--- src/rtl/mult_error_sweeper.sv ---
// Exhaustive error sweep of a W x W truncated array multiplier: accumulates absolute
// and F-bit relative error over every operand pair using a serial restoring divider.
module mult_error_sweeper #(
  parameter int W = 4,
  parameter int K = 2,
  parameter int F = 8
) (
  input  logic               clk,
  input  logic               rst,
  input  logic               start,
  output logic               busy,
  output logic               done,
  output logic [2*W:0]       pairs_tested,
  output logic [4*W-1:0]     sum_abs_err,
  output logic [2*W-1:0]     max_abs_err,
  output logic [2*W:0]       err_count,
  output logic [F+2*W-1:0]   sum_rel_err
);

  localparam int PW  = 2 * W;
  localparam int CW  = 2 * W + 1;
  localparam int SW  = 4 * W;
  localparam int RW  = F + 2 * W;
  localparam int DCW = $clog2(F + 1);

  typedef enum logic [2:0] {S_IDLE, S_EVAL, S_DIV, S_NEXT, S_DONE} state_t;

  state_t           r_state;
  logic [PW-1:0]    r_cnt;
  logic [PW-1:0]    r_rem;
  logic [F-1:0]     r_quo;
  logic [DCW-1:0]   r_dcnt;

  logic [W-1:0]     w_a;
  logic [W-1:0]     w_b;
  logic [PW-1:0]    w_exact;
  logic [PW-1:0]    w_approx;
  logic [PW-1:0]    w_err;
  logic [PW:0]      w_rem_sh;
  logic             w_ge;
  logic [PW-1:0]    w_rem_nx;
  logic [F-1:0]     w_quo_nx;

  // Partial-product bits in columns below K are simply dropped.
  function automatic logic [PW-1:0] trunc_mult(input logic [W-1:0] a, input logic [W-1:0] b);
    logic [PW-1:0] acc;
    acc = '0;
    for (int i = 0; i < W; i++) begin
      for (int j = 0; j < W; j++) begin
        if (i + j >= K) acc = acc + (PW'(a[i] & b[j]) << (i + j));
      end
    end
    return acc;
  endfunction

  assign w_a      = r_cnt[PW-1:W];
  assign w_b      = r_cnt[W-1:0];
  assign w_exact  = PW'(w_a) * PW'(w_b);
  assign w_approx = trunc_mult(w_a, w_b);
  assign w_err    = w_exact - w_approx;

  // Remainder never exceeds exact, so the doubled value fits in PW+1 bits.
  assign w_rem_sh = {r_rem, 1'b0};
  assign w_ge     = (w_rem_sh >= {1'b0, w_exact});
  assign w_rem_nx = w_ge ? PW'(w_rem_sh - {1'b0, w_exact}) : w_rem_sh[PW-1:0];
  assign w_quo_nx = (r_quo << 1) | F'(w_ge);

  always_ff @(posedge clk) begin
    if (rst) begin
      r_state      <= S_IDLE;
      r_cnt        <= '0;
      r_rem        <= '0;
      r_quo        <= '0;
      r_dcnt       <= '0;
      busy         <= 1'b0;
      done         <= 1'b0;
      pairs_tested <= '0;
      sum_abs_err  <= '0;
      max_abs_err  <= '0;
      err_count    <= '0;
      sum_rel_err  <= '0;
    end else begin
      case (r_state)
        S_IDLE, S_DONE: begin
          if (start) begin
            r_state      <= S_EVAL;
            r_cnt        <= '0;
            r_rem        <= '0;
            r_quo        <= '0;
            r_dcnt       <= '0;
            busy         <= 1'b1;
            done         <= 1'b0;
            pairs_tested <= '0;
            sum_abs_err  <= '0;
            max_abs_err  <= '0;
            err_count    <= '0;
            sum_rel_err  <= '0;
          end
        end
        S_EVAL: begin
          sum_abs_err  <= sum_abs_err + SW'(w_err);
          pairs_tested <= pairs_tested + CW'(1);
          if (w_err > max_abs_err) max_abs_err <= w_err;
          if (w_err != '0) begin
            err_count <= err_count + CW'(1);
            r_rem     <= w_err;
            r_quo     <= '0;
            r_dcnt    <= '0;
            r_state   <= S_DIV;
          end else begin
            r_state   <= S_NEXT;
          end
        end
        S_DIV: begin
          r_rem <= w_rem_nx;
          r_quo <= w_quo_nx;
          if (r_dcnt == DCW'(F - 1)) begin
            sum_rel_err <= sum_rel_err + RW'(w_quo_nx);
            r_state     <= S_NEXT;
          end else begin
            r_dcnt <= r_dcnt + DCW'(1);
          end
        end
        S_NEXT: begin
          if (r_cnt == '1) begin
            r_state <= S_DONE;
            busy    <= 1'b0;
            done    <= 1'b1;
          end else begin
            r_cnt   <= r_cnt + PW'(1);
            r_state <= S_EVAL;
          end
        end
        default: begin
          r_state <= S_IDLE;
          busy    <= 1'b0;
          done    <= 1'b0;
        end
      endcase
    end
  end

endmodule

--- config.mk ---
export PLATFORM = sky130hd
export DESIGN_NAME = mult_error_sweeper
export DESIGN_NICKNAME = d
export VERILOG_FILES = /design/src/rtl/mult_error_sweeper.sv
export SDC_FILE = /design/constraint.sdc
export NUM_CORES = 1
export LEC_CHECK = 0
export ABC_AREA = 1
export BUFFER_PORTS_ARGS = -buffer_cell sky130_fd_sc_hd__buf_2
export CAP_MARGIN = 20
export CORE_MARGIN = 1.5
export CORE_UTILIZATION = 60
export DETAILED_ROUTE_END_ITERATION = 16
export GPL_TIMING_DRIVEN = 0
export PLACE_DENSITY_LB_ADDON = 0.08
export SYNTH_ARGS = -nofsm -noshare
export SYNTH_HDL_FRONTEND = slang
export SYNTH_SLANG_ARGS = --single-unit
--- constraint.sdc ---
create_clock -name clk -period 6.3 [get_ports clk]
set_clock_uncertainty 0.2 [all_clocks]
set_input_delay 0.315 -clock clk [delete_from_list [all_inputs] [get_ports clk]]
set_output_delay 0.315 -clock clk [all_outputs]
set_load 0.05 [all_outputs]
==> out/qor.txt, run 1 <==
outcome: finished, final reports clean
critical path depth in cells: 29
clock sinks: 90
layout overhead on the synthesized area: 11.3%
First-pass DRT Iterations: 5
DRC: 0
vias: 6033
Worst path max stage delay: 0.53 ns
most frequent cell after synthesis: nand2_1
Critical Path RT: 6.35 ns
Post-synth top flop: dfxtp_1
worst skew pair latency: 0.38 ns
Syn. warnings: 0
synth cell count leaders: nand2_1 (225), inv_1 (135), a21oi_1 (103)
Site Rows: 37
main combinational cell family by area after synthesis: simple AND/OR/NAND/NOR gates
TritonCTS clock tree: built
Post-synth ARST share: 0
Synth area leaders: dfxtp_1 (28%), nand2_1 (13%), ha_1 (12%)
RSZ-0062 raised after global routing: no
post-route setup slack: 0.408 ns
vias per cell: 5.27
total negative slack: 0 ns
Fmax achieved: 170 MHz
Fin. Hold Viols: 0
Final nets: 1083
fin crit period: 5.89 ns
Critical Path Slowest Stage Cell: fa_1
reg2reg path depth: 29
setup violators final: 0
Avg Cell Area, Syn: 6.92 µm²
CTS H-Tree Depth: 3
GPL Wtd Cong: 0.868
Worst Setup End Kind: flop
Root Driver: clkbuf_8
post-route ant nets: 0
Top delay family on crit path: adder cells
Setup WS pre-CTS: -0.144 ns
proportion of synthesized area in mux cells: 0
Cell variety after synth: 50
max_cap viols: 0
global-route wire length before repair: 25600 µm
worst hold path class: in -> reg
Worst Hold Depth: 6
GRT overflow: 0
pin count of the biggest net entering global routing: 15
adder-cell share of the synthesized area: 0.165
io pins: 63
total track usage: 0.281
TritonCTS Buffers: 9
CP bufs+invs: 7
simple-gate portion of the synthesized area: 0.273
initial antenna violation count: 0
Post-Route WL: 15000 µm
Post-Synthesis Cell Area: 0.00643 mm²
number of global-route vias before repair: 5646
CP Class: reg -> reg
clk buf depth: 2
EDFF count, synth: 0
maximum VDD drop: 0.000232 V
crit path DAT: 5.94 ns
hpwl dp: 11600 µm
Overall Power: 1570 µW
PortBufs: 62
Synth top area share: 0.280
Least-Margin Pin Slew: 0.640 ns
Initial Utilization: 0.620
worst rel slew slack: 0.574
Die ar.: 0.0113 mm²
Synth area leader: dfxtp_1
pwr dens: 220 mW/mm²
# diodes: 0
syn_nets: 1009
Tcrit/Tclk final: 0.935
Die X: 107 µm
number of DRC markers in iteration 0: 363
xor and xnor area share after synthesis: 0.0300
core area: 0.0104 mm²
sequential area share after synthesis: 0.280
per-cell routed wire length: 13.1 µm
Final Slew Violations: 0
leak pwr: 0.00355 µW
Seq cells post-synth: 90
Clock Pin Slew Worst Setup and Hold Paths: 0.10 ns
CP most frequent cell: inv_1
share of cells above drive strength 1: 0.125
Crit Path Max Fanout: 9
Synth Area in Compound Gates: 0.151
critical path launch point type: flop
gate count after technology mapping: 929
Die Ht: 107 µm
sequential cells by signal, summed over array words and instances, names as in the netlist:
register      flops
busy              1
done              1
err_count         9
max_abs_err       8
pairs_tested      9
r_cnt             8
r_dcnt            4
r_quo             7
r_rem             8
r_state           3
sum_abs_err      16
sum_rel_err      16
metrics by stage:
| stage | cell area [µm²] | cells | util | hold slack [ns] |
|---|---|---|---|---|
| after floorplan | 6430 | 929 | - | 0.243 |
| after global placement | 6910 | 1127 | 0.666 | 0.239 |
| after detailed placement | 6910 | 1127 | 0.666 | 0.243 |
| after CTS | 7110 | 1143 | 0.686 | 0.179 |
| after global routing | 7160 | 1144 | 0.690 | 0.245 |
| final | 7160 | 1144 | 0.690 | 0.194 |
where the power goes:
| group | switching (µW) | total (µW) | internal (µW) |
|---|---|---|---|
| logic | 389 | 533 | 144 |
| clock network | 216 | 411 | 195 |
| registers | 32.7 | 630 | 597 |
worst paths after layout:
kind | start | endpoint | slack (ns)
worst max register to register | r_cnt[3] | max_abs_err[7] | 0.41
worst min-delay path | start | sum_abs_err[11] | 0.19
worst max-delay path | r_cnt[3] | max_abs_err[7] | 0.41
worst min register to register | done | done | 0.26
metal layers:
metal,share of wire,vias to the layer above,global-route usage
met4,0.014,0,0.0924
met3,0.040,18,0.0405
met5,0,-,0
li1,-,3176,-
met1,0.49,2725,0.379
met2,0.46,114,0.464
logic make-up after synthesis:
| logic type | count (synthesis) |
|---|---|
| xor+xnor | 22 |
| compound gates | 175 |
| simple gates | 400 |
| flops | 90 |
| fa+ha+maj | 77 |
| buf+inv | 165 |
worst min-delay path, stage by stage:
cell and delay [ns]:
buf_2 0.11, nand2_1 0.06, inv_1 0.09, o21ai_0 0.08
nand2_1 0.06, nor2_1 0.03
cells in the final DEF, fill, tap and decap left out, drive strengths merged, types with 13 or more instances in the layout:
cell      n
fa       13
o21ai    40
nand2   232
clkbuf   26
dfxtp    90
nand3    49
buf      72
a21oi   105
nor2     79
inv     141
xor2     14
ha       64
nor3     17
layout make-up:
class / instances / area, µm²
multi-input cells: 674 / 4010
fillers: 931 / 3210
flip-flops and latches: 90 / 1810
inverters: 142 / 533
repair buffers: 65 / 333
well taps: 136 / 170
clock buffers: 12 / 145
plain buffers: 21 / 113
clock inverters: 4 / 51.3
repair_timing:
action                     4_1_cts  5_1_grt
pin swaps                        1        3
hold buffers                     0        0
setup endpoints to repair        8       16
gates resized for setup          0       12
setup buffers                    1        2
(Power assumes the default switching activity.)
==> inputs of run 2 (changes only) <==
--- a/config.mk
+++ b/config.mk
@@ -10,6 +10,7 @@
 export CAP_MARGIN = 20
 export CORE_MARGIN = 1.5
 export CORE_UTILIZATION = 60
+export CTS_CLUSTER_SIZE = 40
 export DETAILED_ROUTE_END_ITERATION = 16
 export GPL_TIMING_DRIVEN = 0
 export PLACE_DENSITY_LB_ADDON = 0.08
==> constraint.sdc (replaced) <==
create_clock -name clk -period 5.6 [get_ports clk]
set_clock_uncertainty 0.2 [all_clocks]
set_input_delay 0.28 -clock clk [delete_from_list [all_inputs] [get_ports clk]]
set_output_delay 0.28 -clock clk [all_outputs]
set_load 0.005 [all_outputs]
==> run 2 against run 1 <==
- combinational power is 10% higher
- via count is 2.8% higher
- worst setup slack worse by 0.35 ns
- critical endpoint unchanged
- largest power group unchanged
- highest routed layer unchanged
==> out/qor.txt, run 2 (synthesis results as in run 1) <==
Initial Utilization: 0.620
global-route wire length before repair: 25800 µm
TritonCTS clock tree: built
layout overhead on the synthesized area: 16.1%
Worst path max stage delay: 0.58 ns
CTS H-Tree Depth: 3
Tcrit/Tclk final: 0.989
PortBufs: 62
DRC: 0
per-cell routed wire length: 13.9 µm
worst hold path class: in -> reg
Final nets: 1090
leak pwr: 0.00364 µW
worst rel slew slack: 0.565
reg2reg setup slack: 0.06 ns
Critical Path Slowest Stage Cell: fa_1
Post-DP Area: 0.00691 mm²
GPL Wtd Cong: 0.898
Clock Pin Slew Worst Setup and Hold Paths: 0.09 ns
max_cap viols: 0
io pins: 63
CP Class: reg -> reg
critical path launch point type: flop
post-route ant nets: 0
fin crit period: 5.54 ns
pwr dens: 236 mW/mm²
First-pass DRT Iterations: 5
number of global-route vias before repair: 5645
final instance area: 0.00746 mm²
Least-Margin Pin Slew: 0.653 ns
most common cell after layout, fill and taps aside: nand2_1
Fin. Hold Viols: 0
pin count of the biggest net entering global routing: 15
hpwl dp: 11600 µm
crit path DAT: 5.59 ns
# diodes: 0
most frequent cells in the layout: nand2_1 (213), inv_1 (129), a21oi_1 (93), dfxtp_1 (83), nor2_1 (72)
clk buf depth: 2
Worst Setup End Kind: flop
Post-Route WL: 16000 µm
top flop regs: sum_abs_err x16, sum_rel_err x16
share of cells above drive strength 1: 0.179
beginning of the critical path: r_cnt[6]
clock sinks: 90
Setup WS pre-CTS: -0.671 ns
Crit Path Max Fanout: 5
maximum VDD drop: 0.000172 V
GRT overflow: 0
TritonCTS Buffers: 9
worst skew pair latency: 0.39 ns
setup violators final: 0
vias: 6200
reg2reg start: r_cnt[6]
number of DRC markers in iteration 0: 341
Fmax achieved: 181 MHz
CP endpoint: max_abs_err[7]
RR Endpoint: max_abs_err[7]
Critical Path RT: 5.66 ns
Die Ht: 107 µm
initial antenna violation count: 0
core area: 0.0104 mm²
Root Driver: clkbuf_8
total track usage: 0.286
RSZ-0062 raised after global routing: yes
Final Slew Violations: 0
reg2reg path depth: 28
outcome: finished, final reports clean
Site Rows: 37
Die X: 107 µm
Die ar.: 0.0113 mm²
Fill cells: 896
vias per cell: 5.39
post-route setup slack: 0.0611 ns
Hold-fix buffers, CTS: 0
## run 2: cell types whose count changed in the layout (fill, tap and decap cells not counted), moves of 5 or more
cell,change
ha_1,-6
ha_4,+6
inv_1,-6
nor2_1,-5
nand2_1,-11
nand2_2,+8
a21oi_1,-9
a21oi_2,+9
## run 2: worst min path at each step
stage,slack [ns],from,cells past startpoint,to
after detailed placement,0.24,done,2,done
after global routing,0.17,rst,4,r_cnt[3]
after CTS,0.13,start,6,sum_abs_err[15]
after global placement,0.24,done,2,done
final,0.13,start,6,sum_abs_err[11]
after floorplan,0.24,done,2,done
## run 2: layout make-up
type / count / area (µm²) / share of cell area
buffer: 22 / 131 / 0.0176
clock buffer: 11 / 141 / 0.0189
clock inverter: 5 / 53.8 / 0.00721
inverter: 142 / 538 / 0.0721
multi-input combinational: 675 / 4240 / 0.568
sequential: 90 / 1810 / 0.243
tap: 136 / 170 / 0.0228
timing repair buffer: 70 / 374 / 0.0501
## run 2: critical path, delay by kind of cell (launching register included)
kind / cells / cell delay [ns]
compound gates: 6 / 0.96
xor+xnor: 1 / 0.14
simple gates: 9 / 0.85
fa+ha+maj: 6 / 2.52
buf+inv: 6 / 0.40
flops: 1 / 0.34
## run 2: per-layer routing
metal  share of wire  routed length [µm]  vias up  global-route usage
met5               0                   0        -                   0
met4           0.018                 288        0               0.100
met3           0.051                 817       23              0.0515
met2            0.46                7380      160               0.459
met1            0.47                7490     2825               0.386
li1                -                   -     3192                   -
## run 2: timing repair
action | 4_1_cts | 5_1_grt
pin swaps | 8 | 17
resized for setup | 23 | 56
setup buffers | 5 | 4
setup endpoints to repair | 21 | 23
gates cloned | 1 | 0
## run 2: metrics by stage
step	hold WS, ns	TNS, ns	power (µW)	util	std cells
CTS	0.130	0	1720	0.699	1148
global route	0.175	-1.29	1850	0.720	1151
detailed placement	0.243	-7.43	1250	0.667	1127
floorplan	0.241	0	1090	-	929
global placement	0.237	-6.74	1240	0.667	1127
finish	0.128	0	1760	0.720	1151
## run 2: power by group
part	internal (µW)	leakage (µW)	switching, µW
logic	169	0.00281	419
registers	672	0.000730	38.5
clock network	217	0.000103	243
